[src/rtl/rs232_tx.sv]
// rtl/rs232_tx.sv - 8N1 serial transmitter with a small transmit FIFO
module rs232_tx #(
    parameter int CLK_HZ     = 12000000,
    parameter int BAUD       = 9600,
    parameter int FIFO_DEPTH = 4
) (
    input  logic                          clk,
    input  logic                          resetn,
    input  logic [7:0]                    tx_data,
    input  logic                          tx_valid,
    output logic                          tx_ready,
    output logic                          TX,
    output logic                          busy,
    output logic [$clog2(FIFO_DEPTH):0]   fifo_level
);

    // Clocks per serial bit, truncated toward zero
    localparam int PERIOD = CLK_HZ / BAUD;
    localparam int CNT_W  = (PERIOD > 1) ? $clog2(PERIOD) : 1;
    localparam int PTR_W  = $clog2(FIFO_DEPTH);
    localparam int LVL_W  = PTR_W + 1;

    localparam logic [CNT_W-1:0] CNT_LAST = CNT_W'(PERIOD - 1);
    localparam logic [CNT_W-1:0] CNT_ONE  = CNT_W'(1);
    localparam logic [PTR_W-1:0] PTR_ONE  = PTR_W'(1);
    localparam logic [LVL_W-1:0] LVL_ONE  = LVL_W'(1);
    localparam logic [LVL_W-1:0] LVL_FULL = LVL_W'(FIFO_DEPTH);

    // Reject parameter sets the counters and FIFO pointers cannot represent
    generate
        if (PERIOD < 2) begin : g_bad_period
            $error("rs232_tx: CLK_HZ / BAUD must be at least 2");
        end
        if ((FIFO_DEPTH < 2) || ((FIFO_DEPTH & (FIFO_DEPTH - 1)) != 0)) begin : g_bad_depth
            $error("rs232_tx: FIFO_DEPTH must be a power of two and at least 2");
        end
    endgenerate

    typedef enum logic [1:0] {
        S_IDLE  = 2'd0,
        S_START = 2'd1,
        S_DATA  = 2'd2,
        S_STOP  = 2'd3
    } state_t;

    // ------------------------------------------------------------------
    // Transmit FIFO
    // ------------------------------------------------------------------
    logic [7:0]       mem [FIFO_DEPTH];
    logic [PTR_W-1:0] wr_ptr;
    logic [PTR_W-1:0] rd_ptr;
    logic             push;
    logic             pop;
    logic             fifo_empty;
    logic [7:0]       fifo_head;

    // Ready depends only on the registered occupancy so upstream sees no
    // combinational path from its own valid or from this cycle's pop.
    assign tx_ready   = (fifo_level != LVL_FULL);
    assign push       = tx_valid && tx_ready;
    assign fifo_empty = (fifo_level == '0);
    assign fifo_head  = mem[rd_ptr];

    // Storage array; contents need no reset because the level gates reads
    always_ff @(posedge clk) begin
        if (push) begin
            mem[wr_ptr] <= tx_data;
        end
    end

    // Pointers wrap naturally at the power-of-two depth; level tracks push/pop
    always_ff @(posedge clk or negedge resetn) begin
        if (!resetn) begin
            wr_ptr     <= '0;
            rd_ptr     <= '0;
            fifo_level <= '0;
        end else begin
            if (push) begin
                wr_ptr <= wr_ptr + PTR_ONE;
            end
            if (pop) begin
                rd_ptr <= rd_ptr + PTR_ONE;
            end
            case ({push, pop})
                2'b10:   fifo_level <= fifo_level + LVL_ONE;
                2'b01:   fifo_level <= fifo_level - LVL_ONE;
                default: fifo_level <= fifo_level;
            endcase
        end
    end

    // ------------------------------------------------------------------
    // Frame sequencer
    // ------------------------------------------------------------------
    state_t           state;
    state_t           state_nx;
    logic [CNT_W-1:0] baud_cnt;
    logic [CNT_W-1:0] cnt_nx;
    logic [2:0]       bit_idx;
    logic [2:0]       bit_nx;
    logic [7:0]       shreg;
    logic [7:0]       shreg_nx;
    logic             tx_q;
    logic             tx_nx;
    logic             bit_end;

    assign bit_end = (baud_cnt == CNT_LAST);

    // State register plus the datapath registers it steers; TX comes straight from tx_q
    always_ff @(posedge clk or negedge resetn) begin
        if (!resetn) begin
            state    <= S_IDLE;
            baud_cnt <= '0;
            bit_idx  <= '0;
            shreg    <= '0;
            tx_q     <= 1'b1;
        end else begin
            state    <= state_nx;
            baud_cnt <= cnt_nx;
            bit_idx  <= bit_nx;
            shreg    <= shreg_nx;
            tx_q     <= tx_nx;
        end
    end

    // Next state: each non-idle state lasts one bit time, DATA lasts eight
    always_comb begin
        state_nx = state;
        case (state)
            S_IDLE: begin
                if (!fifo_empty) begin
                    state_nx = S_START;
                end
            end
            S_START: begin
                if (bit_end) begin
                    state_nx = S_DATA;
                end
            end
            S_DATA: begin
                if (bit_end && (bit_idx == 3'd7)) begin
                    state_nx = S_STOP;
                end
            end
            S_STOP: begin
                if (bit_end) begin
                    state_nx = fifo_empty ? S_IDLE : S_START;
                end
            end
            default: state_nx = S_IDLE;
        endcase
    end

    // Outputs: FIFO pop plus next values for counter, bit index, shifter and line
    always_comb begin
        pop      = 1'b0;
        cnt_nx   = baud_cnt + CNT_ONE;
        bit_nx   = bit_idx;
        shreg_nx = shreg;
        tx_nx    = tx_q;
        case (state)
            S_IDLE: begin
                cnt_nx = '0;
                tx_nx  = 1'b1;
                if (!fifo_empty) begin
                    pop      = 1'b1;
                    shreg_nx = fifo_head;
                    tx_nx    = 1'b0;
                end
            end
            S_START: begin
                if (bit_end) begin
                    cnt_nx = '0;
                    bit_nx = '0;
                    tx_nx  = shreg[0];
                end
            end
            S_DATA: begin
                if (bit_end) begin
                    cnt_nx = '0;
                    if (bit_idx == 3'd7) begin
                        bit_nx = '0;
                        tx_nx  = 1'b1;
                    end else begin
                        bit_nx   = bit_idx + 3'd1;
                        shreg_nx = {1'b0, shreg[7:1]};
                        tx_nx    = shreg[1];
                    end
                end
            end
            S_STOP: begin
                if (bit_end) begin
                    cnt_nx = '0;
                    tx_nx  = 1'b1;
                    // Chain straight into the next start bit when more data waits
                    if (!fifo_empty) begin
                        pop      = 1'b1;
                        shreg_nx = fifo_head;
                        tx_nx    = 1'b0;
                    end
                end
            end
            default: begin
                cnt_nx = '0;
                bit_nx = '0;
                tx_nx  = 1'b1;
            end
        endcase
    end

    assign TX   = tx_q;
    assign busy = (state != S_IDLE) || !fifo_empty;

endmodule

[config.mk]
export PLATFORM = sky130hd
export DESIGN_NAME = rs232_tx
export DESIGN_NICKNAME = d
export VERILOG_FILES = /design/src/rtl/rs232_tx.sv
export SDC_FILE = /design/constraint.sdc
export NUM_CORES = 1
export LEC_CHECK = 0
export ABC_AREA = 1
export BUFFER_PORTS_ARGS = -buffer_cell sky130_fd_sc_hd__buf_2
export CELL_PAD_IN_SITES_DETAIL_PLACEMENT = 1
export CELL_PAD_IN_SITES_GLOBAL_PLACEMENT = 1
export CORE_AREA = 2 2 86 88
export DETAILED_ROUTE_END_ITERATION = 6
export DIE_AREA = 0 0 88 90
export PLACE_DENSITY_LB_ADDON = 0.15
export SLEW_MARGIN = 20
export SYNTH_ARGS = -nofsm -noshare
export SYNTH_HDL_FRONTEND = slang
export SYNTH_SLANG_ARGS = --single-unit
[constraint.sdc]
create_clock -name clk -period 2.7 [get_ports clk]
set_clock_uncertainty 0.2 [all_clocks]
set_input_delay 0.27 -clock clk [delete_from_list [all_inputs] [get_ports clk]]
set_output_delay 0.27 -clock clk [all_outputs]
set_load 0.01 [all_outputs]
# Word level (Yosys, flattened, before mapping)
# Memory sizes are Yosys's and may differ from the RTL's.
# Index checks and enable logic that the tools add are counted.
# word_totals
ff_bits	32
latch_bits	0
ramBits	32
mem_bits_ro	0
wordCells	73
mem_count	1
# op_classes
n_addsub	6
multipliers	0
div_mod_pow	0
magnitude_cmp	0
eq_ne	14
shift	0
mux	29
bitwise_logic	0
reduce_logical	15
# memory_table
memory	depth	word_bits	read_ports	rd_clocked_by_memory_dff	wr	line_no	rtl
mem	4	8	1	0	1	49	logic [7:0] mem [FIFO_DEPTH];
# op_table
op	n
8-bit two-way mux	4
8-bit case mux with 3 select lines	1
11-bit case mux with 2 select lines	1
2-bit inequality test (second input constant)	6
3-bit case mux with 2 select lines	2
11-bit by 1-bit adder with 11-bit output (second input constant)	1
11-bit == test (second input constant)	1
11-bit two-way mux	1
1-bit two-way mux	10
3-bit two-way mux	3
2-bit two-way mux	4
2-bit case mux with 4 select lines	1
4-bit AND reduction	2
3-bit by 1-bit adder with 3-bit output (second input constant)	2
2-bit == test (second input constant)	3
3-bit AND reduction	2
2-bit nonzero test	3
2-bit by 1-bit adder with 2-bit output (second input constant)	2
2-bit by 1-bit == test with 1-bit output (second input constant)	2
1-bit case mux with 4 select lines	1
3-bit == test (second input constant)	1
3-bit zero test	1
3-bit inequality test (second input constant)	1
3-bit nonzero test	1
7 further kinds	8

# Logic depth before layout (Yosys ltp)
# depth
word_depth	6
mapped_depth	14

# Worst setup path before layout
# Ideal clock, no wire load.
# synth_timing
kind	flip-flop to flip-flop
from	reg state[0]
to	reg fifo_level[2]
setup_ns	0.131
arrival_time_ns	2.130
setup_slack_ns	0.239
path_stages_with_launch	13
path_buffers	1
period_less_slack_ns	2.461
path_cell_list	dfrtp_1 > inv_1 > ha_1 > buf_2 > inv_1 > nand3_1 > nand2_1 > ha_1 > inv_1 > fa_1 > a21oi_1 > o21ai_0 > xor2_1
# synth_via
elab_chain_len	4
word_cells_on_any_way	7
# synth_rtl
item	line_no	rtl
from (decl)	95	state_t state;
from (signal assigned)	118	state <= state_nx;
2-bit == test / 2-bit zero test (equally long branches)	161	case (state)
1-bit case mux with 2 select lines (*)	161	
via pop	53	logic pop;
2-bit by 1-bit == test with 1-bit output / 2-bit == test (equally long branches)	84	case ({push, pop})
3-bit case mux with 2 select lines / 2-bit nonzero test (equally long branches)	n/a	
to (signal assigned)	85	2'b10: fifo_level <= fifo_level + LVL_ONE;
to (signal assigned)	86	2'b01: fifo_level <= fifo_level - LVL_ONE;
to (signal assigned)	87	default: fifo_level <= fifo_level;
to (decl)	14	output logic [$clog2(FIFO_DEPTH):0] fifo_level
# Mark *: on every way through the listed nets, which the timed path passes. The rest lies on a longest branch.
# A chain may end at the register's enable or synchronous reset.

# Final worst setup path
# layout_timing
from	reg baud_cnt[1]
to	reg fifo_level[2]
# layout_via
elab_chain_len	5
word_cells_on_any_way	7
# layout_rtl
item	line_no	rtl
from (decl)	97	logic [CNT_W-1:0] baud_cnt;
from (signal assigned)	119	baud_cnt <= cnt_nx;
11-bit == test (*)	107	assign bit_end = (baud_cnt == CNT_LAST);
1-bit two-way mux (*)	192	if (bit_end) begin
1-bit case mux with 2 select lines (*)	161	
via pop	53	
2-bit by 1-bit == test with 1-bit output / 2-bit == test (equally long branches)	84	
3-bit case mux with 2 select lines / 2-bit nonzero test (equally long branches)	n/a	
# Marked as above.

==> impl_results.md <==
* Die H at 90 µm
* DRC Markers at 0
* Vias per inst at 5.00
* Cell taking the most area after synthesis: edfxtp_1
* Wire length per cell at 15.0 µm
* Simple-gate portion of the synthesized area at 27.0%
* CP required at 2.71 ns
* Period minus WS final at 2.51 ns
* TritonCTS clock tree: built
* CP bufs+invs at 3
* H-tree Lvls at 3
* Count leader, synth: nand2_1
* WS Path Type: reg2reg
* Most frequent CP cell: inv_1
* Fin crit share at 92.9%
* Top cell type's share of synthesized area at 30.4%
* Vias at 2459
* Yosys reg bits at 64
* I/O Pins at 17
* Slew Viols, Final at 0
* Synth top area cells: edfxtp_1 30%, dfrtp_1 25%, nand2_1 13%
* Filler Cells Inserted at 824
* Clock buffer depth at 2
* Critical Path End Type: flop
* WHS at 0.216 ns
* Post-synth top cells: 110 x nand2_1, 43 x nand3_1, 37 x inv_1
* CP arrival at 2.52 ns
* Clock insertion delay at the later pin of the skew report at 0.34 ns
* Peak supply drop at 0.456 mV
* Layout area overhead at 17.9%
* Reg clk slew, reported paths at 0.07 ns
* GRT Util Overall at 20.2%
* CP cell instances: inv_1, ha_1, inv_1, nor2_1, nand3_1, nor2_1, nand2_1, nand2_2, ha_1, inv_1, fa_1, a21oi_1, o21ai_0, xor2_1
* Fmax at 0.399 GHz
* CTS Sinks at 64
* Starting DRC count in detailed routing at 86
* Initial antenna violation count at 0
* Routed wire length at 7400 µm
* Overflow after GRT at 0
* # diodes at 0
* Pin count of the biggest net entering global routing at 33
* YS warnings at 0
* Worst-Margin Slew at 0.779 ns
* Final Hold Fails at 0
* Post-synthesis mux area share at 0%
* CTS Root Cell: clkbuf_8
* Synth Area in Compound Gates at 2.22%
* Area share of xor/xnor cells in the synthesized design at 2.22%
* Leakage power total at 1.75 nW
* I/O Buffers at 16
* Max transition margin at 48.1%
* Crit Path Max Fanout at 3
* FF/Latch Area at 1760 µm²
* Seq/Total Area, Yosys at 55.8%
* Main combinational cell family by area after synthesis: simple AND/OR/NAND/NOR gates
* Post-Synthesis Cells at 345
* Async set-reset flop share out of synthesis at 50.0%
* DIE AREA at 7920 µm²
* Setup TNS at 0 ns
* Ys flop type: edfxtp_1
* Adder-Cell Fraction of Synth Area at 6.57%
* DIE WIDTH at 88 µm
* Status: complete, no violations
* HPWL after DPL at 5020 µm
* Family with the most delay on the worst path: adder cells
* Fraction of layout cells with a size suffix above 1 at 13.7%
* Pwr Total at 2.53 mW
* Cell Area, Synth at 3160 µm²
* Num CTS Buffers at 9
* Crit-path slowest cell: dfrtp_1
* Max Cap Violations at 0
* Finish-stage setup viols at 0
* Syn nets at 372
* Fin cells at 492
* PD cells at 678 nW/µm²
* Rows at 31
* Antenna-violating nets left at 0
* Worst Hold Class: in2reg
* Worst setup SP type: flop
* Starting density of the core at 45.0%
* EDFF count, synth at 32
* Core ar. at 7020 µm²
* GPL Wtd Cong at 0.737
* Multi-input gate area at 1200 µm²
* Slowest cell delay on critical path at 0.40 ns
* Nets at 415
* Vias in the first global route at 2564
* Unique masters post-synth at 26
* Final core utilization at 53.1%
* Syn Area/Cell at 9.16 µm²
* Global-route wire length before repair at 12300 µm
* Placed cell count at 466
* First drt pass iteration count at 4
==> power breakdown <==
part	internal, mW	switching, mW	leakage (nW)
combinational	0.153	0.252	0.958
clock	0.521	0.378	0.104
sequential	1.17	0.0526	0.686
total	1.84	0.683	1.75
==> worst paths after layout <==
kind / from / end / slack [ns] / depth (start not counted)
hold reg to reg: shreg[6] / shreg[6] / 0.28 / 2
setup reg to reg: baud_cnt[1] / fifo_level[2] / 0.19 / 14
min in group asynchronous: resetn / baud_cnt[7] / 0.35 / 2
setup / recovery: baud_cnt[1] / fifo_level[2] / 0.19 / 14
max in group asynchronous: resetn / bit_idx[2] / 1.46 / 2
hold / removal: tx_valid / wr_ptr[1] / 0.22 / 3
==> repair_timing <==
item | in CTS | in global routing
hold buffers | 9 | 0
gates resized for setup | 0 | 1
setup endpoints to repair | 0 | 1
endpoints found under the hold margin | 63 | 0
buffers inserted | 0 | 1
==> cell usage in the layout (no fill, tap or decap), types with 2 or more instances in the layout <==
master         count
nand2_4            2
ha_1              15
inv_1             37
buf_4             13
clkbuf_1           2
bufinv_16          2
nand3_1           43
inv_2              4
xor2_1             5
nor3_1             4
clkbuf_8           9
nand3_2            2
o21ai_0            5
nand4_1            3
nand3b_1           3
dfrtp_1           31
buf_2             16
nand2_1          109
xnor2_1            3
a21oi_1            9
nor2_1            24
nor4_1             2
edfxtp_1          32
dlygate4sd3_1      9
==> worst reg2reg max path, cell delays in order (launching register included) <==
cell	delay, ns
dfrtp_1	0.40
inv_1	0.06
ha_1	0.15
inv_1	0.04
nor2_1	0.08
nand3_1	0.07
nor2_1	0.14
nand2_1	0.12
nand2_2	0.10
ha_1	0.14
inv_1	0.06
fa_1	0.39
a21oi_1	0.16
o21ai_0	0.11
xor2_1	0.15
==> through the flow <==
stage          worst slack (ns)  area [µm²]
2_1_floorplan             0.239        3160
3_3_place_gp              0.290        3410
3_5_place_dp              0.201        3410
4_1_cts                   0.164        3720
5_1_grt                -0.00608        3730
6_report                  0.192        3730
==> cells by family after synthesis <==
logic type / count (synthesis)
AOI/OAI and AO/OA: 14
and+or+nand+nor: 196
buffers and inverters: 47
xor gates and xnor gates: 8
DFF: 64
adders and majority gates: 16
==> metal layers <==
metal	wire, µm	up-vias	global-route usage, %
met5	0	-	0
met4	124	0	6.28
met3	200	12	5.14
met2	3530	35	32.4
met1	3550	1213	26.6
li1	-	1199	-
==> final cells by class <==
class	count	area share [%]
inverters	41	4.13
well taps	99	3.32
clock buffers	11	3.53
repair buffers	38	7.19
flip-flops and latches	64	47.3
multi-input cells	234	32.3
clock inverters	5	2.18
==> flip-flops by register name (all words and copies together) (netlist names) <==
register and count:
rd_ptr 2, mem 32, fifo_level 3, shreg 8
TX 1, bit_idx 3, baud_cnt 11, wr_ptr 2
state 2
Note: power is estimated with default switching activity, not from simulation.
